==> config.mk <==
export PLATFORM = sky130hd
export DESIGN_NAME = cpu_useq
export DESIGN_NICKNAME = d
export VERILOG_FILES = /design/src/rtl/cpu_useq.sv
export SDC_FILE = /design/constraint.sdc
export NUM_CORES = 1
export LEC_CHECK = 0
export BUFFER_PORTS_ARGS = -buffer_cell sky130_fd_sc_hd__buf_2
export CAP_MARGIN = 20
export CORE_MARGIN = 10
export CORE_UTILIZATION = 36
export DETAILED_ROUTE_END_ITERATION = 8
export PLACE_DENSITY = 0.62
export SYNTH_ARGS = -nofsm -noshare
export SYNTH_HDL_FRONTEND = slang
export SYNTH_SLANG_ARGS = --single-unit
==> constraint.sdc <==
create_clock -name clk -period 2.3 [get_ports clk]
set_input_delay 0 -clock clk [delete_from_list [all_inputs] [get_ports clk]]
set_output_delay 0 -clock clk [all_outputs]
set_load 0.05 [all_outputs]
==> src/rtl/cpu_useq.sv <==
// cpu_useq: control-state register and hardware return stack for the CPU
// sequencer. The decoder drives one command per cycle, and the sequencer
// registers the next control state, which feeds back to decode and debug.
//
// Ports:
//   clk, rst                  clock, synchronous active-high reset
//   cmd                       000 HOLD, 001 NEXT, 010 CALL, 011 RET, 100 HALT
//   cmd_target, cmd_ret       jump destination and the return state to push
//   stall                     motherboard busy, freezes the sequencer
//   state_out                 current control state
//   stack_level, stack_top    return-stack occupancy and top entry
//   halted, fault, fault_code sticky status (fault code 1 ovf, 2 unf, 3 illegal)
//   step_pulse                one cycle high per accepted non-HOLD command
module cpu_useq #(
    parameter int                     STATE_WIDTH = 8,
    parameter int                     STACK_DEPTH = 4,
    parameter logic [STATE_WIDTH-1:0] RESET_STATE = '0,
    parameter logic [STATE_WIDTH-1:0] FAULT_STATE = 8'hFF,
    parameter int                     LEVEL_WIDTH = $clog2(STACK_DEPTH + 1)
) (
    input  logic                   clk,
    input  logic                   rst,
    input  logic [2:0]             cmd,
    input  logic [STATE_WIDTH-1:0] cmd_target,
    input  logic [STATE_WIDTH-1:0] cmd_ret,
    input  logic                   stall,
    output logic [STATE_WIDTH-1:0] state_out,
    output logic [LEVEL_WIDTH-1:0] stack_level,
    output logic [STATE_WIDTH-1:0] stack_top,
    output logic                   halted,
    output logic                   fault,
    output logic [1:0]             fault_code,
    output logic                   step_pulse
);

    localparam int IDX_W = (STACK_DEPTH > 1) ? $clog2(STACK_DEPTH) : 1;

    localparam logic [2:0] C_HOLD = 3'b000;
    localparam logic [2:0] C_NEXT = 3'b001;
    localparam logic [2:0] C_CALL = 3'b010;
    localparam logic [2:0] C_RET  = 3'b011;
    localparam logic [2:0] C_HALT = 3'b100;

    localparam logic [LEVEL_WIDTH-1:0] FULL = LEVEL_WIDTH'(STACK_DEPTH);

    logic [STATE_WIDTH-1:0] stack_q [2**IDX_W];

    logic [STATE_WIDTH-1:0] state_q, state_d;
    logic [LEVEL_WIDTH-1:0] level_q, level_d;
    logic [STATE_WIDTH-1:0] top_q, top_d;
    logic                   halted_q, halted_d;
    logic                   fault_q, fault_d;
    logic [1:0]             code_q, code_d;
    logic                   step_q, step_d;
    logic                   push;

    always_comb begin
        state_d  = state_q;
        level_d  = level_q;
        top_d    = top_q;
        halted_d = halted_q;
        fault_d  = fault_q;
        code_d   = code_q;
        step_d   = 1'b0;
        push     = 1'b0;
        if (!fault_q && !halted_q && !stall) begin
            unique case (cmd)
                C_HOLD: begin
                end
                C_NEXT: begin
                    state_d = cmd_target;
                    step_d  = 1'b1;
                end
                C_CALL: begin
                    step_d = 1'b1;
                    if (level_q == FULL) begin
                        state_d = FAULT_STATE;
                        fault_d = 1'b1;
                        code_d  = 2'd1;
                    end else begin
                        push    = 1'b1;
                        level_d = level_q + 1'b1;
                        state_d = cmd_target;
                        top_d   = cmd_ret;
                    end
                end
                C_RET: begin
                    step_d = 1'b1;
                    if (level_q == '0) begin
                        state_d = FAULT_STATE;
                        fault_d = 1'b1;
                        code_d  = 2'd2;
                    end else begin
                        // top_q already mirrors stack[level-1]
                        state_d = top_q;
                        level_d = level_q - 1'b1;
                        if (level_q == LEVEL_WIDTH'(1))
                            top_d = '0;
                        else
                            top_d = stack_q[IDX_W'(level_q - LEVEL_WIDTH'(2))];
                    end
                end
                C_HALT: begin
                    halted_d = 1'b1;
                    step_d   = 1'b1;
                end
                default: begin
                    state_d = FAULT_STATE;
                    fault_d = 1'b1;
                    code_d  = 2'd3;
                    step_d  = 1'b1;
                end
            endcase
        end
    end

    always_ff @(posedge clk) begin
        if (rst) begin
            state_q  <= RESET_STATE;
            level_q  <= '0;
            top_q    <= '0;
            halted_q <= 1'b0;
            fault_q  <= 1'b0;
            code_q   <= 2'd0;
            step_q   <= 1'b0;
        end else begin
            state_q  <= state_d;
            level_q  <= level_d;
            top_q    <= top_d;
            halted_q <= halted_d;
            fault_q  <= fault_d;
            code_q   <= code_d;
            step_q   <= step_d;
        end
    end

    // Stack RAM has no reset; entries above the level are never read.
    always_ff @(posedge clk) begin
        if (!rst && push)
            stack_q[IDX_W'(level_q)] <= cmd_ret;
    end

    assign state_out   = state_q;
    assign stack_level = level_q;
    assign stack_top   = top_q;
    assign halted      = halted_q;
    assign fault       = fault_q;
    assign fault_code  = code_q;
    assign step_pulse  = step_q;

endmodule

==> results of run 1 <==
==> metrics by stage <==
step	instance area, um^2	utilization (%)	worst slack (ns)	power [mW]	instances
after global routing	2910	43.1	0.0314	2.04	331
after floorplan	2500	-	0.000182	1.35	199
after global placement	2740	40.6	0.189	1.42	315
after detailed placement	2740	40.6	0.161	1.43	315
after CTS	2910	43.1	0.179	1.98	331
final	2910	43.1	0.166	1.95	331
==> path summary, 6_finish.rpt <==
kind / end / slack, ns
min: state_out[1]$_SDFFE_PP0P_ / 0.04
max: stack_q[2][6]$_DFFE_PP_ / 0.17
max reg2reg: stack_q[2][6]$_DFFE_PP_ / 0.17
min reg2reg: state_out[1]$_SDFFE_PP0P_ / 0.51
==> where the power goes <==
group	switching, mW	internal (mW)
Combinational	0.210	0.0969
Sequential	0.0158	1.09
Clock	0.328	0.218
Total	0.554	1.40
==> cell usage after synthesis, types with 2 or more instances <==
library cell / number
nor2_1: 14
a211oi_2: 2
nand2_1: 12
clkbuf_8: 4
nor3_1: 4
mux4_2: 8
nand3_1: 8
o21ai_0: 24
xnor2_1: 2
a2111oi_4: 2
buf_6: 3
edfxtp_1: 32
and2_1: 4
buf_2: 2
dfxtp_1: 24
o221a_2: 2
inv_1: 12
clkbuf_1: 3
a211oi_1: 8
a31oi_1: 10
ha_1: 5
==> flip-flops by register name, summed over array words and instances, names as in the netlist <==
name / cells
stack_top: 8
stack_q: 32
fault: 1
stack_level: 3
step_pulse: 1
fault_code: 2
halted: 1
state_out: 8
==> layout make-up <==
class / instances / area, um^2
clock inverter: 3 / 22.5
multi-input combinational: 117 / 890
fill: 647 / 3840
inverter: 12 / 45.0
tap: 80 / 100
clock buffer: 5 / 68.8
timing repair buffer: 58 / 343
sequential: 56 / 1440
==> repair_timing <==
item                                    CTS  global route
hold endpoints to repair                 40             0
hold buffers                              8             0
endpoints found under the setup margin    0             0
gates resized for setup                   0             0
==> worst max-delay path, cell delays in order, from the launching register on <==
cell and delay (ns):
dfxtp_1 0.34, or3_1 0.40, or4_4 0.45, a211oi_2 0.24
and2_1 0.38
==> cell families after synthesis <==
group                      count (synthesis)  share of synthesized area [%]
AOI/OAI and AO/OA                         51                           14.7
buffers and inverters                     26                           6.58
adders and majority gates                  5                           2.51
and+or+nand+nor                           48                           9.19
DFF                                       56                           57.9
muxes                                     10                           8.09
xor gates and xnor gates                   3                           1.05
==> layer usage <==
| layer | up-vias | GRT usage [%] |
|---|---|---|
| met5 | - | 0 |
| met1 | 754 | 12.9 |
| met4 | 0 | 4.06 |
| met3 | 8 | 2.72 |
| li1 | 836 | - |
| met2 | 39 | 16.9 |
==> flow_summary_export.csv, run 1 <==
group,metric,value,unit
status,outcome,"completed",
setup_path,worst-setup-path-type,"flop to flop",
grt,grt_pass1_vias,1667,
drt,vias,1637,
drt,vias_per_cell,4.95,
layout,drive_gt1_share,31.5,%
sta,hold_viol,0,
drt,wl_met1,2.48,mm
sta,skew,0.00485,ns
placement,place_congestion,0.802,
synthesis,yosys.area.top_type,"edfxtp_1",
drt,wl_met2,2.43,mm
sta,slew-limit-headroom,62.9,%
synthesis,synth.ff_latch_count,56,
synthesis,yosysSeqAreaShare,57.9,%
cts,clkSinkCount,56,
synthesis,synth_area_per_cell,12.5,um^2
synthesis,yosys-top-cells-area,"edfxtp_1 (39%), dfxtp_1 (19%), mux4_2 (7.2%)",
cts,clkLatencyLatePin,0.31,ns
floorplanning,dieArea,10600,um^2
sta,rsz0062_at_grt,"no",
setup_path,r2r_cells,4,
drt,drc,0,
synthesis,netlist_instances,199,
layout,area_delta_synth_final,16.9,%
drt,routed_wl,5.31,mm
synthesis,synth-edff-count,32,
layout,diodes,0,
grt,grt_overflow,0,
layout,layout_common_cells,"buf_2 (45), edfxtp_1 (32), o21ai_0 (24)",
pwr,ir_worst_vdd,0.236,mV
synthesis,synthArstFlopShare,0,%
cts,clock-root-buffer,"clkbuf_8",
drt,drtPass1Iterations,4,
cts,cts_buffer_depth,2,
drt,highest_layer,"met4",
synthesis,yosys_warnings,0,
setup_path,path_max_fanout,8,
hold_path,min-delay-start,"cmd_target[1]",
pwr,power.density,671,nW/um^2
sta,final.setup.tns,0,ns
hold_path,hold_class,"input port to flop",
floorplanning,start_util,36.9,%
placement,dp_hpwl,4.12,mm
floorplanning,ios,46,
layout,layout_commonest_cell,"buf_2",
cts,cts_tree,"done",
setup_path,worstPathArrival,2.12,ns
setup_path,worstReg2RegStart,"fault$_SDFFE_PP0P_",
layout,nets,277,
run,cap_violations,0,
floorplanning,core,6760,um^2
hold_path,hold_depth,3,
setup_path,crit_start,"fault$_SDFFE_PP0P_",
grt,grt_usage,10.4,%
sta,hold-worst-slack,0.0367,ns
synthesis,yosys.area.top_type_share,38.6,%
synthesis,syn_nets,226,
cts,numCtsBuffers,5,
sta,fmax,0.469,GHz
setup_path,end_kind,"flop",
cts,cts_setup_buffers,0,
synthesis,synth-main-ff-cell,"edfxtp_1",
sta,worst_slew_pin_slew,0.556,ns
pwr,leakage,1.08,nW
drt,drt_iter0_drc,100,
synthesis,synth_area,2490,um^2
sta,min_period_over_period,92.8,%
drt,routed-wl-met3,324,um
sta,setup_violations,0,
floorplanning,die_h,103,um
grt,grt_antenna_before_repair,0,
grt,grt_max_degree,19,
setup_path,cp-start-kind,"flop",
synthesis,ys_types,35,
cts,path_clk_slew,0.10,ns
setup_path,required,2.28,ns
floorplanning,die_w,103,um
placement,io_buffers,45,
drt,drt.antenna.violating_nets,0,
sta,slew_viol_final,0,
sta,fin_crit,2.13,ns
cts,h-tree-depth,2,
grt,grt_pass1_wl,8.66,mm
floorplanning,rows,30,
drt,avgRoutedWirePerCell,16.0,um
Note: power is estimated with default switching activity, not from simulation.
==> run 2, diff against run 1 <==
Clock period 2.3 ns to 2.6 ns, I/O delays scaled along.
==> run 2 against run 1 <==
- sequential share of layout area up 0.085 points
- cell area down 0.26%
- flip-flop and latch count unchanged
- total power down 10%
- final cell count down 0.30%
- clock-buffer cell count unchanged
- first-iteration DRC count down 22%
- core utilization down 0.11 points
- global-route usage up 0.12 points
- hold slack better by 0.00085 ns
- critical path type unchanged
- largest cell class unchanged
==> flow_summary_export.csv, run 2 (synthesis results as in run 1) <==
group,metric,value,unit
status,outcome,"completed",
setup_path,worstReg2RegStart,"fault$_SDFFE_PP0P_",
setup_path,required,2.59,ns
sta,setup_violations,0,
floorplanning,core,6760,um^2
cts,cts_resized,0,
pwr,leakage,1.07,nW
pwr,clkPwrFrac,28.8,%
layout,diodes,0,
layout,drive_gt1_share,29.6,%
cts,h-tree-depth,2,
sta,hold_viol,0,
grt,grt_max_degree,20,
placement,placed_cells,314,
drt,drtPass1Iterations,4,
setup_path,cp_slowest_cell,"or4_4",
pwr,p_seq_share,55.7,%
floorplanning,start_util,36.9,%
layout,post-route-util,43.0,%
layout,final_cell_count_no_fill,330,
hold_path,hold_depth,3,
floorplanning,rows,30,
cts,clkSinkCount,56,
layout,layout_common_cells,"buf_2 (45), edfxtp_1 (32), o21ai_0 (24), dfxtp_1 (24), nor2_1 (14)",
floorplanning,ios,46,
setup_path,path_max_fanout,8,
grt,grt_antenna_before_repair,0,
setup_path,crit_start,"fault$_SDFFE_PP0P_",
pwr,switching_share,29.0,%
grt,use_met1,14.7,%
sta,worst_slew_pin_slew,0.586,ns
pwr,power.density,603,nW/um^2
cts,cts_tree,"done",
drt,avgRoutedWirePerCell,16.4,um
drt,routed_wl,5.42,mm
pwr,cell_internal_pwr,1.24,mW
sta,skew,0.00583,ns
setup_path,timing.critical_path.max_delay_family,"simple AND/OR/NAND/NOR gates",
cts,numCtsBuffers,5,
drt,drc,0,
run,cap_violations,0,
layout,area_delta_synth_final,16.6,%
layout,largest_register,"stack_q",
grt,grt_busiest_layer,"met2",
cts,cts_setup_buffers,0,
drt,vias_per_cell,5.03,
pwr,ir_worst_vdd,0.348,mV
sta,final.setup.tns,0,ns
cts,path_clk_slew,0.11,ns
floorplanning,die_w,103,um
setup_path,cp-start-kind,"flop",
layout,layout_commonest_cell,"buf_2",
sta,fin_crit,2.21,ns
pwr,power.switching,0.507,mW
cts,cts_buffer_depth,2,
sta,rsz0062_at_grt,"no",
placement,place_congestion,0.740,
grt,grt_overflow,0,
placement,dp_hpwl,4.17,mm
grt,grtUsageMet2,15.7,%
grt,grt_pass1_vias,1668,
grt,grt_pass1_wl,8.75,mm
setup_path,worst-setup-path-type,"flop to flop",
grt,met3_usage,3.06,%
setup_path,max_stage_delay,0.44,ns
floorplanning,die_h,103,um
cts,clkLatencyLatePin,0.31,ns
drt,drt.antenna.violating_nets,0,
hold_path,min-delay-start,"cmd_target[7]",
hold_path,hold_class,"input port to flop",
sta,slew-limit-headroom,60.9,%
grt,grt_usage,10.5,%
setup_path,end_kind,"flop",
layout,nets,276,
drt,vias,1661,
sta,hold-worst-slack,0.0375,ns
sta,min_period_over_period,85.0,%
setup_path,crit_chain,"or3_1 -> or4_4 -> a211oi_2 -> and2_1",
layout,largest_reg_flops,32,
floorplanning,dieArea,10600,um^2
layout,fillerInstances,668,
setup_path,r2r_cells,4,
placement,io_buffers,45,
setup_path,crit_buf_inv,0,
cts,clock-root-buffer,"clkbuf_8",
pwr,combPwrFrac,15.4,%
drt,drt_iter0_drc,78,
layout,final_cell_area,2900,um^2
setup_path,worstPathArrival,2.19,ns
sta,slew_viol_final,0,
sta,fmax,0.453,GHz
setup_path,path_depth,4,
placement,dpl_cell_area,2730,um^2
[run 2: layout make-up]
type	count	area (um^2)	share of cell area, %
timing repair buffer	57	335	11.5
sequential	56	1440	49.6
clock buffer	5	68.8	2.37
inverter	12	45.0	1.55
clock inverter	3	27.5	0.948
tap	80	100	3.45
multi-input combinational	117	886	30.5
[run 2: what timing repair did]
action | in CTS | in global routing
setup endpoints to repair | 0 | 0
endpoints found under the hold margin | 40 | 0
hold buffers | 8 | 0
[run 2: worst paths after layout]
kind                            slack, ns                   endpoint
worst max-delay path                 0.39    stack_q[1][1]$_DFFE_PP_
worst min-delay path                 0.04  state_out[7]$_SDFFE_PP0P_
worst max register to register       0.39    stack_q[1][1]$_DFFE_PP_
worst min register to register       0.50  state_out[4]$_SDFFE_PP0P_
[run 2: per-stage QoR]
| stage | total power, mW | worst slack [ns] |
|---|---|---|
| after global routing | 1.83 | 0.251 |
| final | 1.75 | 0.391 |
| after detailed placement | 1.26 | 0.403 |
| after CTS | 1.77 | 0.380 |
| after floorplan | 1.19 | 0.232 |
| after global placement | 1.26 | 0.473 |
[run 2: power groups by stage]
stage	Clock [mW]	Sequential, mW	Combinational, mW
after floorplan	0	1.08	0.113
after global placement	0	0.995	0.264
after detailed placement	0	0.996	0.265
after CTS	0.518	0.976	0.274
after global routing	0.555	0.979	0.294
final	0.505	0.975	0.271
[run 2: routing by layer]
layer,vias up,wire length [um]
li1,832,-
met1,786,2780
met2,39,2340
met3,4,256
met4,0,40
met5,-,0
[run 2: worst min-delay path: cells and delay by family]
kind	cells	cell delay, ns
AO/OA/AOI/OAI	2	0.21
buffers and inverters	1	0.10
==> run 3, diff against run 2 <==
Clock period 2.6 ns to 2.2 ns, I/O delays scaled along.
==> run 3 against run 2 <==
- flip-flop and latch count stayed put
- non-clock buffer count is 3 higher
- maximum frequency is 6.2% higher
- clock power is 7.5% higher
- via count is 0.72% higher
- combinational power is 20% higher
- total power is 15% higher
- setup slack worse by 0.27 ns
- largest cell class unchanged
- largest power group unchanged
==> flow_summary_export.csv, run 3 (synthesis results as in run 1) <==
group,metric,value,unit
status,outcome,"completed",
setup_path,path_max_fanout,8,
sta,skew,0.00444,ns
drt,drt.antenna.violating_nets,0,
setup_path,cp-start-kind,"flop",
drt,avgRoutedWirePerCell,15.8,um
placement,placed_cells,317,
drt,routed_wl,5.27,mm
setup_path,worst-setup-path-type,"flop to flop",
layout,layout_commonest_cell,"buf_2",
floorplanning,start_util,36.9,%
sta,min_period_over_period,94.5,%
pwr,ir_worst_vdd,0.245,mV
layout,drive_gt1_share,32.8,%
placement,place_congestion,0.724,
sta,rsz0062_at_grt,"no",
sta,final.setup.tns,0,ns
layout,area_delta_synth_final,17.3,%
layout,largest_register,"stack_q",
placement,dpl_cell_area,2760,um^2
setup_path,cp_slowest_cell,"or4_4",
cts,path_clk_slew,0.10,ns
grt,grt_overflow,0,
floorplanning,dieArea,10600,um^2
layout,largest_reg_flops,32,
drt,vias,1673,
setup_path,max_stage_delay,0.44,ns
hold_path,hold_class,"input port to flop",
layout,final_cell_area,2920,um^2
floorplanning,die_h,103,um
sta,slew_viol_final,0,
setup_path,worstPathArrival,2.08,ns
setup_path,crit_chain,"or3_1 -> or4_4 -> a211oi_2 -> and2_2",
layout,diodes,0,
sta,fin_crit,2.08,ns
sta,setup_violations,0,
grt,grt_max_degree,18,
setup_path,end_kind,"flop",
grt,grt_pass1_vias,1695,
setup_path,required,2.20,ns
cts,clkLatencyLatePin,0.30,ns
floorplanning,core,6760,um^2
sta,worst_slew_pin_slew,0.580,ns
pwr,leakage,1.09,nW
drt,drt_iter0_drc,62,
floorplanning,ios,46,
run,cap_violations,0,
pwr,power.density,691,nW/um^2
layout,nets,279,
drt,drtPass1Iterations,4,
cts,h-tree-depth,2,
cts,clkSinkCount,56,
sta,fmax,0.481,GHz
sta,hold_viol,0,
cts,clock-root-buffer,"clkbuf_8",
layout,layout_common_cells,"buf_2 (45), edfxtp_1 (32), o21ai_0 (24)",
cts,numCtsBuffers,5,
layout,final_cell_count_no_fill,333,
sta,slew-limit-headroom,61.4,%
grt,grt_pass1_wl,8.54,mm
floorplanning,rows,30,
placement,io_buffers,45,
floorplanning,die_w,103,um
drt,vias_per_cell,5.02,
pwr,p_total,2.02,mW
placement,dp_hpwl,3.98,mm
cts,cts_setup_buffers,0,
layout,post-route-util,43.3,%
grt,grt_antenna_before_repair,0,
drt,drc,0,
grt,grt_usage,10.1,%
cts,cts_buffer_depth,2,
cts,cts_tree,"done",
-- run 3: final timing paths --
path / end / startpoint / slack [ns] / depth (start not counted)
worst max-delay path: stack_q[1][1]$_DFFE_PP_ / fault$_SDFFE_PP0P_ / 0.12 / 4
worst min-delay path: state_out[1]$_SDFFE_PP0P_ / cmd_target[1] / 0.04 / 3
worst max register to register: stack_q[1][1]$_DFFE_PP_ / fault$_SDFFE_PP0P_ / 0.12 / 4
worst min register to register: fault$_SDFFE_PP0P_ / fault$_SDFFE_PP0P_ / 0.49 / 1
-- run 3: power by group --
group	total, mW	switching, mW	internal [mW]
logic	0.325	0.220	0.104
registers	1.15	0.0161	1.14
clock network	0.543	0.319	0.224
total	2.02	0.555	1.46
-- run 3: area by class of cell --
class                      instances  area, um^2
tap                               80         100
fill                             622        3830
clock inverter                     2        11.3
timing repair buffer              60         358
multi-input combinational        117         891
inverter                          12        45.0
sequential                        56        1450
clock buffer                       6        72.6
-- run 3: repair_timing --
| action | CTS | global route |
|---|---|---|
| gates resized for setup | 0 | 0 |
| endpoints found under the hold margin | 38 | 0 |
| hold buffers | 8 | 0 |
-- run 3: critical path: cells and delay by family, from the launching register on --
| family | cells | cell delay, ns |
|---|---|---|
| simple gates | 3 | 1.17 |
| flops | 1 | 0.34 |
| compound gates | 1 | 0.27 |
-- run 3: routing by layer --
layer	part of all wire, %	track usage [%]
met4	1.2	2.89
met2	46	16.6
met3	6.3	2.59
met5	0	0
met1	46	12.7
-- run 3: stage by stage --
stage | hold slack (ns) | worst slack [ns]
after floorplan | 0.0646 | 0.0769
after global placement | 0.258 | 0.153
after detailed placement | 0.260 | 0.129
after CTS | 0.0349 | 0.105
after global routing | 0.0531 | 0.0194
final | 0.0437 | 0.121
